`src/rtl/divide_controller.sv`:
```
// Sequencing controller for an external signed divider datapath.
// Special cases are resolved locally, and a watchdog bounds every datapath run.
module divide_controller #(
    parameter int WIDTH   = 32,
    parameter int TIMEOUT = WIDTH + 4
) (
    input  logic             clock,
    input  logic             reset,
    input  logic             requestValid,
    output logic             requestReady,
    input  logic [WIDTH-1:0] dividend,
    input  logic [WIDTH-1:0] divider,
    output logic             divStart,
    output logic [WIDTH-1:0] divDividend,
    output logic [WIDTH-1:0] divDivider,
    input  logic [WIDTH-1:0] divQuotient,
    input  logic             divReady,
    output logic             resultValid,
    input  logic             resultAccept,
    output logic [WIDTH-1:0] quotient,
    output logic             divideByZero,
    output logic             overflow,
    output logic             timeout
);

    localparam int              CW       = $clog2(TIMEOUT + 1);
    localparam logic [CW-1:0]   LAST     = CW'(TIMEOUT - 1);
    localparam logic [WIDTH-1:0] MIN_VAL = {1'b1, {(WIDTH-1){1'b0}}};
    localparam logic [WIDTH-1:0] ONES    = {WIDTH{1'b1}};

    typedef enum logic [1:0] {IDLE, ISSUE, WAIT, DONE} state_t;

    state_t           state, next_state;
    logic [CW-1:0]    wait_cnt, next_cnt;
    logic [WIDTH-1:0] next_quot;
    logic             next_dbz, next_ovf, next_to;
    logic             load_ops;

    always_ff @(posedge clock or negedge reset) begin
        if (!reset) begin
            state        <= IDLE;
            wait_cnt     <= '0;
            quotient     <= '0;
            divideByZero <= 1'b0;
            overflow     <= 1'b0;
            timeout      <= 1'b0;
        end else begin
            state        <= next_state;
            wait_cnt     <= next_cnt;
            quotient     <= next_quot;
            divideByZero <= next_dbz;
            overflow     <= next_ovf;
            timeout      <= next_to;
        end
    end

    // Operands stay frozen from acceptance until the next request is taken.
    always_ff @(posedge clock or negedge reset) begin
        if (!reset) begin
            divDividend <= '0;
            divDivider  <= '0;
        end else if (load_ops) begin
            divDividend <= dividend;
            divDivider  <= divider;
        end
    end

    always_comb begin
        next_state = state;
        next_cnt   = wait_cnt;
        next_quot  = quotient;
        next_dbz   = divideByZero;
        next_ovf   = overflow;
        next_to    = timeout;
        load_ops   = 1'b0;
        case (state)
            IDLE: begin
                if (requestValid) begin
                    load_ops  = 1'b1;
                    next_quot = '0;
                    next_dbz  = 1'b0;
                    next_ovf  = 1'b0;
                    next_to   = 1'b0;
                    if (divider == '0) begin
                        next_quot  = ONES;
                        next_dbz   = 1'b1;
                        next_state = DONE;
                    end else if (dividend == MIN_VAL && divider == ONES) begin
                        next_quot  = MIN_VAL;
                        next_ovf   = 1'b1;
                        next_state = DONE;
                    end else begin
                        next_state = ISSUE;
                    end
                end
            end
            ISSUE: begin
                next_cnt   = '0;
                next_state = WAIT;
            end
            WAIT: begin
                // Ready in the first WAIT cycle may be left over from an earlier run.
                if (wait_cnt != '0 && divReady) begin
                    next_quot  = divQuotient;
                    next_state = DONE;
                end else if (wait_cnt == LAST) begin
                    next_quot  = '0;
                    next_to    = 1'b1;
                    next_state = DONE;
                end else begin
                    next_cnt = wait_cnt + 1'b1;
                end
            end
            DONE: begin
                next_cnt = '0;
                if (resultAccept) next_state = IDLE;
            end
            default: next_state = IDLE;
        endcase
    end

    assign requestReady = (state == IDLE);
    assign divStart     = (state == ISSUE);
    assign resultValid  = (state == DONE);

endmodule

```
`config.mk`:
```
export PLATFORM = sky130hd
export DESIGN_NAME = divide_controller
export DESIGN_NICKNAME = d
export VERILOG_FILES = /design/src/rtl/divide_controller.sv
export SDC_FILE = /design/constraint.sdc
export NUM_CORES = 1
export LEC_CHECK = 0
export ABC_AREA = 1
export CAP_MARGIN = 20
export CORE_AREA = 4 4 111 113
export CTS_CLUSTER_SIZE = 10
export DETAILED_ROUTE_END_ITERATION = 16
export DIE_AREA = 0 0 115 117
export PLACE_DENSITY = 0.8
export SLEW_MARGIN = 40
export SYNTH_ARGS = -nofsm -noshare
export SYNTH_HDL_FRONTEND = slang
export SYNTH_SLANG_ARGS = --single-unit
```
`constraint.sdc`:
```
create_clock -name clock -period 1.9 [get_ports clock]
set_input_delay 0.19 -clock clock [delete_from_list [all_inputs] [get_ports clock]]
set_output_delay 0.19 -clock clock [all_outputs]
set_load 0.05 [all_outputs]
```
# Yosys cells after proc, flatten, opt, wreduce, memory -nomap -nowiden
# Index checks and enable logic that the tools add are counted.
# W data, S select, Z words.
[word_totals]
ff_bits = 107
latchBits = 0
ram_bits = 0
rom_bits = 0
input_bits = 101
elab_cells = 59
mem_count = 0
[classes]
addsub = 1
mul = 0
n_div = 0
magnitude_cmp = 0
n_eq_ne = 12
n_shift = 0
n_mux = 25
bitwise_logic = 0
reduce_logical = 13
[op_table]
columns = ["cell", "n"]
rows = [
  ["$mux W32", 5],
  ["$eq A32 B32 Y1 const B", 2],
  ["$pmux W32 S2", 1],
  ["$logic_not A32 Y1", 1],
  ["$mux W2", 6],
  ["$mux W6", 2],
  ["$pmux W6 S2", 1],
  ["$reduce_and A3 Y1", 3],
  ["$mux W1", 8],
  ["$ne A2 B2 Y1 const B", 4],
  ["$pmux W2 S4", 1],
  ["$add A6 B1 Y6 const B", 1],
  ["$eq A6 B6 Y1 const B", 1],
  ["$reduce_bool A6 Y1", 1],
  ["$eq A2 B2 Y1 const B", 2],
  ["$reduce_and A4 Y1", 1],
  ["$reduce_bool A2 Y1", 2],
  ["$ne A3 B3 Y1 const B", 1],
  ["$eq A2 B1 Y1 const B", 1],
  ["$logic_and A1 B1 Y1", 2],
  ["$logic_not A2 Y1", 1],
  ["$ne A2 B1 Y1 const B", 1],
  ["$pmux W1 S2", 1],
  ["$reduce_and A2 Y1", 1],
  ["$reduce_or A2 Y1", 1],
]

# Logic depth before layout (Yosys ltp)
[depth]
ltp_word = 6
ltp_mapped = 10

# Worst setup path after synthesis
# No wires, ideal clock.
[synth_path]
path_type = "register to register"
from = "register state[0]"
to = "register quotient[13]"
arrival_ns = 1.776
required_ns = 1.779
setup_slack_ns = 0.003
path_stages_with_launch = 9
n_path_buf = 1
synth_period_minus_slack_ns = 1.897
path_cell_list = "dfrtp_1 -> inv_1 -> ha_1 -> nor2_1 -> nor2_1 -> nand2_4 -> nor2_4 -> buf_6 -> a21oi_2"
[synth_between]
elab_chain_cells = 3
[synth_rtl]
columns = ["element", "line", "rtl"]
rows = [
  ["from (decl)", "33", "state_t state, next_state;"],
  ["from (signal assigned)", "48", "state <= next_state;"],
  ["$logic_not A2 Y1 *", "n/a", ""],
  ["via requestReady", "10", "output logic requestReady,"],
  ["$ne A2 B2 Y1 (no line) or $reduce_bool A2 Y1 (tied branches)", "n/a", ""],
  ["$reduce_and A3 Y1 (no line)", "n/a", ""],
  ["to (signal assigned)", "50", "quotient <= next_quot;"],
  ["to (decl)", "20", "output logic [WIDTH-1:0] quotient,"],
]
# Mark *: on every way through the listed nets, which the timed path passes. The rest lies on a longest branch.
# A chain may end at the register's enable or synchronous reset.

# Worst setup path in the final report
[layout_path]
from = "register divDividend[1]"
to = "output port divDividend[1]"
[layout_lines]
columns = ["element", "line", "rtl"]
rows = [
  ["from (decl)", "14", "output logic [WIDTH-1:0] divDividend,"],
  ["from (signal assigned)", "63", "divDividend <= dividend;"],
]
# No word-level cell between the ends.

==> flow_summary.toml <==
[routing]
viasPerCell = 4.73
drc = 0
ant_nets = 0
drt_wl_total_um = 14400
routedWlPerCell_um = 14.7
via_count = 4646
drtIter0Drc = 351
dr.pass1.iters = 5

[finish]
final_nets = 942
utilization_pct = 67.7
areaGrowthSynthToFinish_pct = 59.5
num_antenna_cells = 0
drive_above_1_share_pct = 12.3
fin_area_mm2 = 0.00767

[critical_path]
cp-end-kind = "primary output"
crit_fanout = 2
cpMaxStageDelayCell = "clkdlybuf4s50_1"
cp-start-kind = "flip-flop"
slowest_delay_ns = 0.83
path_delay_family = "buffers and inverters"
timing.critical_path.cells = "clkdlybuf4s50_1"
critPathRequiredTime_ns = 1.71
critPathKind = "flip-flop to primary output"
worst-path-buf-inv = 1
critical_path_arrival_ns = 1.58

[cts]
clockBufferDepth = 2
root_buffer = "clkbuf_16"
insertion_delay_ns = 0.34
cts_buffers = 9
cts_tree = "built"
cts.reportedPaths.clkPinSlew_ns = 0.07
cts_max_level = 3
clock-sinks = 107

[yosys]
syn-num-nets = 696
synth_commonest_cells = "258 x nand2_1, 107 x dfrtp_1, 85 x nor2_1"
async_flop_share_pct = 100
synth.top_cells.by_area = "dfrtp_1 56%, nand2_1 20%, nor2_1 6.6%"
synth_top_area_share_pct = 55.7
yosysSeqAreaShare_pct = 55.7
synthFlopType = "dfrtp_1"
synth.distinct_cells = 24
synth_top_cell_by_area = "dfrtp_1"
netlist_area_mm2 = 0.00481
synthMostInstantiatedCell = "nand2_1"
ys_ff_latch = 107
synth_edf_count = 0
synthCells = 589
syn_avg_cell_area_um2 = 8.16
yosysWarnings = 0

[power_and_ir_drop]
p_leak_nw = 3.64
power_density_mw_per_mm2 = 2010
irDropWorstVdd_v = 0.00123

[grt]
track_usage_pct = 21.6
antenna_found_initial = 0
grt_max_degree = 49
grt_pass1_wl_um = 22800
grt_pass1_vias = 4686
overflow = 0

[sta]
rsz0062_at_grt = "yes"
tightest_slew_ns = 0.556
period_share_pct = 93.4
slew_viol_final = 0
fin_setup_tns_ns = 0
finalSetupViolations = 0
clock-skew-final_ns = 0.00656
fmax_mhz = 564
max_slew_margin_pct = 62.8
finalCriticalPeriod_ns = 1.77
finalHoldViolCount = 0

[placement]
io_buffers = 202
place_congestion = 0.886
dpl-instance-area_mm2 = 0.00730
post-dp-hpwl_um = 11000

[run_status]
status = "finished clean"

[worst_hold_path]
min-delay-path-class = "input port to asynchronous set/reset pin"

[floorplan]
core-area_mm2 = 0.0113
start_util_pct = 42.5
die_x_um = 115
dieArea_mm2 = 0.0135
die_h_um = 117
num_io_pins = 203
row_count = 39

[flow_run]
maxCapViolCount = 0
## flip-flops by register name (all words and copies together) (netlist names)
signal and flops:
divDividend 32, divDivider 32, divideByZero 1, overflow 1, quotient 32, state 2
timeout 1, wait_cnt 6
## logic make-up after synthesis
family	share of synthesized area, %
AO/OA/AOI/OAI	6.64
XOR/XNOR	0.364
adder cells (fa/ha/maj)	1.56
buffers and inverters	5.31
flip-flops	55.7
AND/OR/NAND/NOR	30.4
## through the flow
step | cells | hold WS [ns] | setup WS [ns] | power, mW
2_1_floorplan | 589 | -0.106 | 0.00261 | 10.1
3_3_place_gp | 964 | 0.189 | -0.186 | 13.1
3_5_place_dp | 964 | 0.193 | -0.269 | 13.4
4_1_cts | 982 | 0.388 | 0.0446 | 15.5
5_1_grt | 983 | 0.418 | -0.00514 | 16.3
6_report | 983 | 0.365 | 0.126 | 15.4
## per-layer routing
metal | share of wire, % | vias up | GRT usage (%)
met5 | 0 | - | 0
met1 | 40 | 2112 | 27.1
met4 | 2.1 | 0 | 7.20
met3 | 10 | 22 | 7.51
li1 | - | 2308 | -
met2 | 47 | 204 | 35.2
## cells in the final DEF (no fill, tap or decap)
| master | Yosys | final |
|---|---|---|
| a21oi_1 | 14 | 14 |
| a21oi_2 | 18 | 18 |
| buf_12 | 0 | 4 |
| buf_4 | 0 | 54 |
| bufinv_16 | 0 | 2 |
| clkbuf_1 | 13 | 1 |
| clkbuf_16 | 0 | 9 |
| clkbuf_8 | 0 | 2 |
| clkdlybuf4s50_1 | 0 | 197 |
| clkinv_2 | 0 | 1 |
| clkinvlp_4 | 0 | 1 |
| dfrtp_1 | 107 | 107 |
| dlygate4sd3_1 | 0 | 1 |
| ha_1 | 6 | 6 |
| inv_1 | 31 | 31 |
| inv_2 | 1 | 2 |
| nand2_1 | 258 | 257 |
| nand2_2 | 0 | 1 |
| nand2_4 | 2 | 2 |
| nand3_1 | 7 | 7 |
| nand3b_1 | 2 | 2 |
| nand4_1 | 11 | 11 |
| nor2_1 | 85 | 84 |
| nor2_2 | 2 | 3 |
| nor2_4 | 1 | 2 |
| nor3_1 | 1 | 1 |
| o21a_1 | 1 | 1 |
| o21ai_0 | 15 | 15 |
| o21ai_2 | 1 | 1 |
| or2_2 | 1 | 1 |
| xor2_1 | 2 | 2 |
## where the power goes
group,internal [mW],switching [mW],total [mW],leakage (nW)
Sequential,3.37,0.644,4.01,1.33
Combinational,3.17,6.22,9.40,2.15
Clock,1.23,0.803,2.03,0.159
## area by class of cell
cell class | instances | area (um2)
fill | 898 | 3650
sequential | 107 | 2680
timing repair buffer | 256 | 2470
multi-input combinational | 428 | 1890
clock buffer | 12 | 256
tap | 143 | 179
inverter | 33 | 124
clock inverter | 4 | 72.6
## final timing paths
| path | slack (ns) | endpoint | depth (start not counted) | from |
|---|---|---|---|---|
| min in group clock | 0.41 | quotient[4]$_DFFE_PN0P_ | 3 | divQuotient[4] |
| setup reg to reg | 0.14 | quotient[28]$_DFFE_PN0P_ | 11 | state[1]$_DFFE_PN0P_ |
| setup / recovery | 0.13 | divDividend[1] | 1 | divDividend[1]$_DFFE_PN0P_ |
| max in group asynchronous | 0.81 | quotient[21]$_DFFE_PN0P_ | 3 | reset |
| hold / removal | 0.37 | quotient[31]$_DFFE_PN0P_ | 2 | reset |
| hold reg to reg | 0.48 | divDivider[7]$_DFFE_PN0P_ | 2 | divDivider[7]$_DFFE_PN0P_ |
## what timing repair did
item / 4_1_cts / 5_1_grt
cloned: 1 / 0
hold buffers: 1 / 0
endpoints found under the setup margin: 31 / 32
endpoints found under the hold margin: 34 / 0
gates resized for setup: 1 / 1
setup buffers: 0 / 1
pin swaps: 1 / 0
(Power assumes the default switching activity.)
